--- config.mk ---
export PLATFORM = sky130hd
export DESIGN_NAME = alu_exec_unit
export DESIGN_NICKNAME = d
export VERILOG_FILES = /design/src/rtl/alu_defs.sv /design/src/rtl/alu_comb.sv /design/src/rtl/and32.sv /design/src/rtl/or32.sv /design/src/rtl/alu_exec_unit.sv
export SDC_FILE = /design/constraint.sdc
export NUM_CORES = 1
export LEC_CHECK = 0
export BUFFER_PORTS_ARGS = -buffer_cell sky130_fd_sc_hd__buf_2
export CORE_UTILIZATION = 60
export DETAILED_ROUTE_END_ITERATION = 12
export PLACE_DENSITY = 0.82
export SETUP_SLACK_MARGIN = 0.5
export SLEW_MARGIN = 5
export SYNTH_ARGS = -nofsm -noshare
export SYNTH_HDL_FRONTEND = slang
export SYNTH_HIERARCHICAL = 1
export SYNTH_SLANG_ARGS = --single-unit
--- constraint.sdc ---
create_clock -name clk -period 5.9 [get_ports clk]
set_clock_uncertainty 0.1 [all_clocks]
set_input_delay 0.885 -clock clk [delete_from_list [all_inputs] [get_ports clk]]
set_output_delay 0.885 -clock clk [all_outputs]
set_load 0.01 [all_outputs]
--- src/rtl/alu_defs.sv ---
// Shared opcode, FSM-state and width definitions for the ALU execute stage.
package alu_defs;
    localparam int DEF_WIDTH   = 32;
    localparam int DEF_SHAMT_W = 5;

    localparam logic [2:0] ALU_OP_AND = 3'b000;
    localparam logic [2:0] ALU_OP_OR  = 3'b001;
    localparam logic [2:0] ALU_OP_ADD = 3'b010;
    localparam logic [2:0] ALU_OP_SUB = 3'b011;
    localparam logic [2:0] ALU_OP_SLT = 3'b100;
    localparam logic [2:0] ALU_OP_XOR = 3'b101;
    localparam logic [2:0] ALU_OP_SLL = 3'b110;
    localparam logic [2:0] ALU_OP_SRL = 3'b111;

    typedef enum logic [1:0] {
        S_IDLE  = 2'd0,
        S_CALC  = 2'd1,
        S_SHIFT = 2'd2,
        S_DONE  = 2'd3
    } state_t;
endpackage

--- src/rtl/alu_comb.sv ---
// Single-cycle ALU datapath: logic slices plus a shared 33-bit adder for ADD/SUB/SLT.
module alu_comb import alu_defs::*; #(
    parameter int WIDTH = DEF_WIDTH
) (
    input  logic [WIDTH-1:0] a,
    input  logic [WIDTH-1:0] b,
    input  logic [2:0]       op,
    output logic [WIDTH-1:0] res,
    output logic             carry,
    output logic             ovf
);
    logic [WIDTH-1:0] w_and;
    logic [WIDTH-1:0] w_or;
    logic             w_sub_like;
    logic [WIDTH-1:0] w_b_eff;
    logic [WIDTH:0]   w_sum;
    logic             w_ovf_raw;

    and32 #(.W(WIDTH)) u_and (.a(a), .b(b), .y(w_and));
    or32  #(.W(WIDTH)) u_or  (.a(a), .b(b), .y(w_or));

    // SUB and SLT share the A + ~B + 1 path
    assign w_sub_like = (op == ALU_OP_SUB) || (op == ALU_OP_SLT);
    assign w_b_eff    = w_sub_like ? ~b : b;
    assign w_sum      = {1'b0, a} + {1'b0, w_b_eff} + {{WIDTH{1'b0}}, w_sub_like};
    assign w_ovf_raw  = (a[WIDTH-1] == w_b_eff[WIDTH-1]) && (w_sum[WIDTH-1] != a[WIDTH-1]);

    always_comb begin
        res   = a;
        carry = 1'b0;
        ovf   = 1'b0;
        case (op)
            ALU_OP_AND: res = w_and;
            ALU_OP_OR:  res = w_or;
            ALU_OP_ADD, ALU_OP_SUB: begin
                res   = w_sum[WIDTH-1:0];
                carry = w_sum[WIDTH];
                ovf   = w_ovf_raw;
            end
            ALU_OP_SLT: res = {{(WIDTH-1){1'b0}}, w_sum[WIDTH-1] ^ w_ovf_raw};
            ALU_OP_XOR: res = a ^ b;
            // Non-zero shifts go through the iterative shifter; a zero shift is a pass-through
            ALU_OP_SLL, ALU_OP_SRL: res = a;
            default: res = a;
        endcase
    end
endmodule

--- src/rtl/and32.sv ---
// Bitwise AND slice.
module and32 #(
    parameter int W = 32
) (
    input  logic [W-1:0] a,
    input  logic [W-1:0] b,
    output logic [W-1:0] y
);
    for (genvar gi = 0; gi < W; gi++) begin : g_bit
        assign y[gi] = a[gi] & b[gi];
    end
endmodule

--- src/rtl/or32.sv ---
// Bitwise OR slice.
module or32 #(
    parameter int W = 32
) (
    input  logic [W-1:0] a,
    input  logic [W-1:0] b,
    output logic [W-1:0] y
);
    for (genvar gi = 0; gi < W; gi++) begin : g_bit
        assign y[gi] = a[gi] | b[gi];
    end
endmodule

--- src/rtl/alu_exec_unit.sv ---
// Execute stage: handshake in, one-cycle ALU or bit-serial shift, result held until writeback accepts.
module alu_exec_unit import alu_defs::*; #(
    parameter int WIDTH   = DEF_WIDTH,
    parameter int SHAMT_W = DEF_SHAMT_W
) (
    input  logic             clk,
    input  logic             rst,
    input  logic             in_valid,
    output logic             in_ready,
    input  logic [WIDTH-1:0] A,
    input  logic [WIDTH-1:0] B,
    input  logic [2:0]       op,
    output logic             out_valid,
    input  logic             out_ready,
    output logic [WIDTH-1:0] res,
    output logic             zero,
    output logic             carry,
    output logic             ovf,
    output logic             busy
);
    state_t             r_state;
    state_t             w_state_next;
    logic [WIDTH-1:0]   r_a;
    logic [WIDTH-1:0]   r_b;
    logic [2:0]         r_op;
    logic [SHAMT_W-1:0] r_cnt;
    logic [WIDTH-1:0]   r_res;
    logic               r_zero;
    logic               r_carry;
    logic               r_ovf;
    logic [WIDTH-1:0]   w_alu_res;
    logic               w_alu_carry;
    logic               w_alu_ovf;
    logic [WIDTH-1:0]   w_shifted;
    logic               w_in_shift;

    alu_comb #(.WIDTH(WIDTH)) u_alu (
        .a     (r_a),
        .b     (r_b),
        .op    (r_op),
        .res   (w_alu_res),
        .carry (w_alu_carry),
        .ovf   (w_alu_ovf)
    );

    assign w_in_shift = ((op == ALU_OP_SLL) || (op == ALU_OP_SRL)) && (B[SHAMT_W-1:0] != '0);
    assign w_shifted  = (r_op == ALU_OP_SRL) ? (r_a >> 1) : (r_a << 1);

    always_comb begin
        w_state_next = r_state;
        in_ready     = 1'b0;
        out_valid    = 1'b0;
        busy         = 1'b1;
        case (r_state)
            S_IDLE: begin
                in_ready = 1'b1;
                busy     = 1'b0;
                if (in_valid) w_state_next = w_in_shift ? S_SHIFT : S_CALC;
            end
            S_CALC:  w_state_next = S_DONE;
            // One extra SHIFT cycle with the counter at zero registers the result
            S_SHIFT: if (r_cnt == '0) w_state_next = S_DONE;
            S_DONE: begin
                out_valid = 1'b1;
                if (out_ready) w_state_next = S_IDLE;
            end
            default: w_state_next = S_IDLE;
        endcase
    end

    always_ff @(posedge clk) begin
        if (rst) begin
            r_state <= S_IDLE;
            r_a     <= '0;
            r_b     <= '0;
            r_op    <= '0;
            r_cnt   <= '0;
            r_res   <= '0;
            r_zero  <= 1'b0;
            r_carry <= 1'b0;
            r_ovf   <= 1'b0;
        end else begin
            r_state <= w_state_next;
            case (r_state)
                S_IDLE: if (in_valid) begin
                    r_a   <= A;
                    r_b   <= B;
                    r_op  <= op;
                    r_cnt <= B[SHAMT_W-1:0];
                end
                S_CALC: begin
                    r_res   <= w_alu_res;
                    r_zero  <= (w_alu_res == '0);
                    r_carry <= w_alu_carry;
                    r_ovf   <= w_alu_ovf;
                end
                S_SHIFT: if (r_cnt != '0) begin
                    r_a   <= w_shifted;
                    r_cnt <= r_cnt - 1'b1;
                end else begin
                    r_res   <= r_a;
                    r_zero  <= (r_a == '0);
                    r_carry <= 1'b0;
                    r_ovf   <= 1'b0;
                end
                default: ;
            endcase
        end
    end

    assign res   = r_res;
    assign zero  = r_zero;
    assign carry = r_carry;
    assign ovf   = r_ovf;
endmodule

==> results.md <==
- The share of layout cells above drive strength 1 is 12.8%.
- For this design the static power due to leakage is 4.25 nW.
- The post-cts gate resize count is 0.
- The number of antenna violations at the first check in global routing was 0.
- The tool flagged a number of max-cap violations equal to 0.
- The routed layout has 9569 vias.
- The element type at the critical path start is a flip-flop.
- The number of antenna diodes in the final layout is 0.
- The worst-case IR drop observed on VDD is 346 µV.
- The total of warnings raised by yosys is 6.
- The area of the die is 0.0163 mm².
- The path class of the tightest hold or removal check is flip-flop to flip-flop.
- After routing, the total negative slack on setup checks comes to 0 ns.
- The final count of hold timing violations was 0.
- For this configuration, the core starts out at a cell density of 61.9%.
- After technology mapping, the gate count stands at 1269.
- The flow ran to the end, and the final reports show no timing, DRC or antenna violations.
- The normalized max-slew margin is 15.9%.
- The endpoint type of the worst setup path is a flip-flop.
- In the global route stage, overall resource usage came out at 33.3%.
- The top-level port count is 109.
- The total count of max-transition violations in the final report came to 0.
- Setup slack closes at 0.733 ns.
- The most area-hungry cell type in the Yosys netlist is dfxtp_1.
- The average vias per placed instance is 6.26.
- From synthesis to final layout, the design area changed by 7.97%.
- Data arrives at the worst endpoint at 5.38 ns.
- The synthesized netlist contains 82 unique library cells.
- The period utilization is 87.6%.
- By area the synthesized netlist is led by dfxtp_1 23%, a21oi_1 7.2%, mux2i_1 6.9%.
- The CTS buffer count is 9.
- The number of design-rule violations left by the first detailed-router iteration is 793.
- In the final routed layout, each cell accounts on average for 17.7 µm.
- The die outline width is 128 µm.
- The net count after synthesis is 1381.
- The mean cell area of the mapped netlist is 7.47 µm².
- Timing would allow up to 194 MHz.
- The weighted congestion reported at the end of routability-driven placement is 0.983.
- The share of the yosys chip area belonging to registers is 23.0%.
- The count of clock tree sinks is 109.
- After legalization and detailed placement, the total HPWL measured 19.0 mm.
- The area inside the core boundary is 0.0153 mm².
- TritonCTS built the clock tree.
- Setup repair after global routing left no endpoint under its margin.
- The final setup violation count is 0.
- The first global-routing pass estimated 43.5 mm of wire.
- The count of buffers added on input and output ports is 108.
- The total overflow left after global routing is 0.
- The maximum fanout along the worst path is 41.
- The number of cell rows is 45.
- The mapped cell area is 0.00948 mm².
- Entering global routing, the biggest net connects 63 pins.
- At the pin with the least slew margin, the transition time is 1.26 ns.
- The finished layout cell area is 0.0102 mm².
- The number of post-CTS setup repair buffers is 0.
- The total length of routed wires is 27.1 mm.
- Clock tree synthesis selected as its root buffer the cell clkbuf_16.
- The number of global-route vias before repair is 8722.
- For this run, the leading register cell type out of synthesis is dfxtp_1.
- The cell area power density is 482 mW/mm².
- The deepest level of the CTS H-tree is 3.
- The clock period minus worst slack is 5.17 ns.
- Counting flops with an async set or reset pin after synthesis yields a share of 0%.
- The type of the worst setup path is flip-flop to flip-flop.
- The maximum buffer depth of the clock tree is 2.
- For the worst setup path, the data required time is 6.11 ns.
- The number of hold buffers added after CTS was 0.
- In the final design database the tool counted 1428 nets.
- The remaining antenna violation count is 0.
- The area after detailed placement is 0.00999 mm².
- The share of the synthesized area in the top cell type is 23.0%.
- The worst slack at placement is 0.900 ns.
- The die is 128 µm tall.
- Counting flops with a built-in enable in the synthesized netlist gives 0.
- The total DRC errors in the routed layout is 0.
- The clock insertion delay at the later pin of the skew report is 0.36 ns.
- The clock transition time at the flip-flop clock pins of the worst setup and hold paths is 0.07 ns.
- After synthesis the netlist holds a flip-flop and latch count of 109.
- The detailed-routing iteration count for the pre-antenna-repair pass is 5.
-- critical path, stage by stage, from the launching register on --
cell and delay (ns):
dfxtp_2 0.34, buf_4 0.37, nor3b_1 0.47, nor2_4 0.24, buf_4 0.28, nand2_1 0.09
nand2_1 0.07, fa_1 0.38, nor2b_1 0.19, o21ai_0 0.13, a21o_1 0.21, a21bo_2 0.22
a21oi_1 0.33, a21oi_1 0.14, and3_1 0.20, o32a_1 0.30, nor4_1 0.45, nand4_1 0.23
nor3_1 0.18, o221a_2 0.20
-- final timing paths --
check                             to  cells past startpoint                 start  slack (ns)
setup / recovery   zero$_SDFFE_PP0P_                     19  r_op[2]$_SDFFE_PP0P_        0.73
hold / removal    carry$_SDFFE_PP0P_                      2    carry$_SDFFE_PP0P_        0.37
setup reg to reg   zero$_SDFFE_PP0P_                     19  r_op[2]$_SDFFE_PP0P_        0.73
hold reg to reg   carry$_SDFFE_PP0P_                      2    carry$_SDFFE_PP0P_        0.37
-- cells in the final DEF (no fill, tap or decap), types with 18 or more instances in the layout --
cell / count
o21ai_0: 41
o22ai_1: 18
o21a_1: 19
nor2_1: 104
ha_1: 39
or2_1: 32
a21oi_1: 137
inv_1: 64
nor2b_1: 38
mux2i_1: 65
dfxtp_1: 106
a22o_1: 30
and2_1: 35
xnor2_1: 41
buf_4: 18
a211oi_1: 34
nand2_1: 121
buf_2: 108
a31oi_1: 20
-- cells in the mapped netlist, types with 15 or more instances --
| cell type | count |
|---|---|
| o32a_1 | 17 |
| a21oi_1 | 137 |
| nor3_1 | 17 |
| clkbuf_1 | 46 |
| nor2_1 | 108 |
| or2_1 | 32 |
| mux2i_1 | 65 |
| nor2b_1 | 38 |
| a31oi_1 | 20 |
| a22o_1 | 30 |
| ha_1 | 40 |
| o211ai_1 | 16 |
| xnor2_1 | 41 |
| nand2_1 | 121 |
| o22ai_1 | 18 |
| inv_1 | 64 |
| o21a_1 | 19 |
| dfxtp_1 | 109 |
| and2_1 | 35 |
| o21ai_0 | 41 |
| buf_2 | 15 |
| a211oi_1 | 34 |
-- power breakdown --
group          switching (mW)  leakage, nW  total (mW)  internal, mW
clock network           0.268        0.112       0.545         0.277
logic                    1.81         3.24        3.05          1.24
registers               0.382        0.897        1.34         0.961
total                    2.46         4.25        4.94          2.47
-- registers in the layout, summed over array words and instances, names as in the netlist --
name,flops
r_cnt,5
r_state,2
r_b,32
r_a,32
zero,1
res,32
ovf,1
r_op,3
carry,1
-- kinds of logic (layout without fill, tap and decap cells) --
| logic type | count (synthesis) | after routing | share of synthesized area (%) |
|---|---|---|---|
| compound gates | 412 | 412 | 29.6 |
| simple gates | 440 | 440 | 23.2 |
| xor+xnor | 47 | 47 | 4.34 |
| buf+inv | 154 | 202 | 7.43 |
| fa+ha+maj | 41 | 41 | 5.49 |
| mux | 66 | 66 | 6.98 |
| flops | 109 | 109 | 23.0 |
-- layer usage --
| metal | global-route usage (%) | routed length, µm |
|---|---|---|
| met4 | 13.9 | 963 |
| met2 | 55.1 | 12500 |
| met3 | 5.72 | 1590 |
| met1 | 42.9 | 12000 |
| met5 | 0 | 0 |
-- metrics by stage --
stage	std cells	utilization, %	hold slack [ns]	power, mW
final	1528	66.9	0.366	4.94
after global routing	1528	66.9	0.405	5.30
after CTS	1528	66.9	0.374	4.89
after detailed placement	1516	65.3	0.357	4.33
after global placement	1516	65.3	0.357	4.26
after floorplan	1269	-	0.346	3.67
-- cell type report --
class	instances	area [µm²]
clock inverter	2	15.0
tap	211	264
sequential	109	2190
clock buffer	10	229
inverter	64	240
timing repair buffer	126	676
multi-input combinational	1006	6630
fill	1377	5080
(Power assumes the default switching activity.)
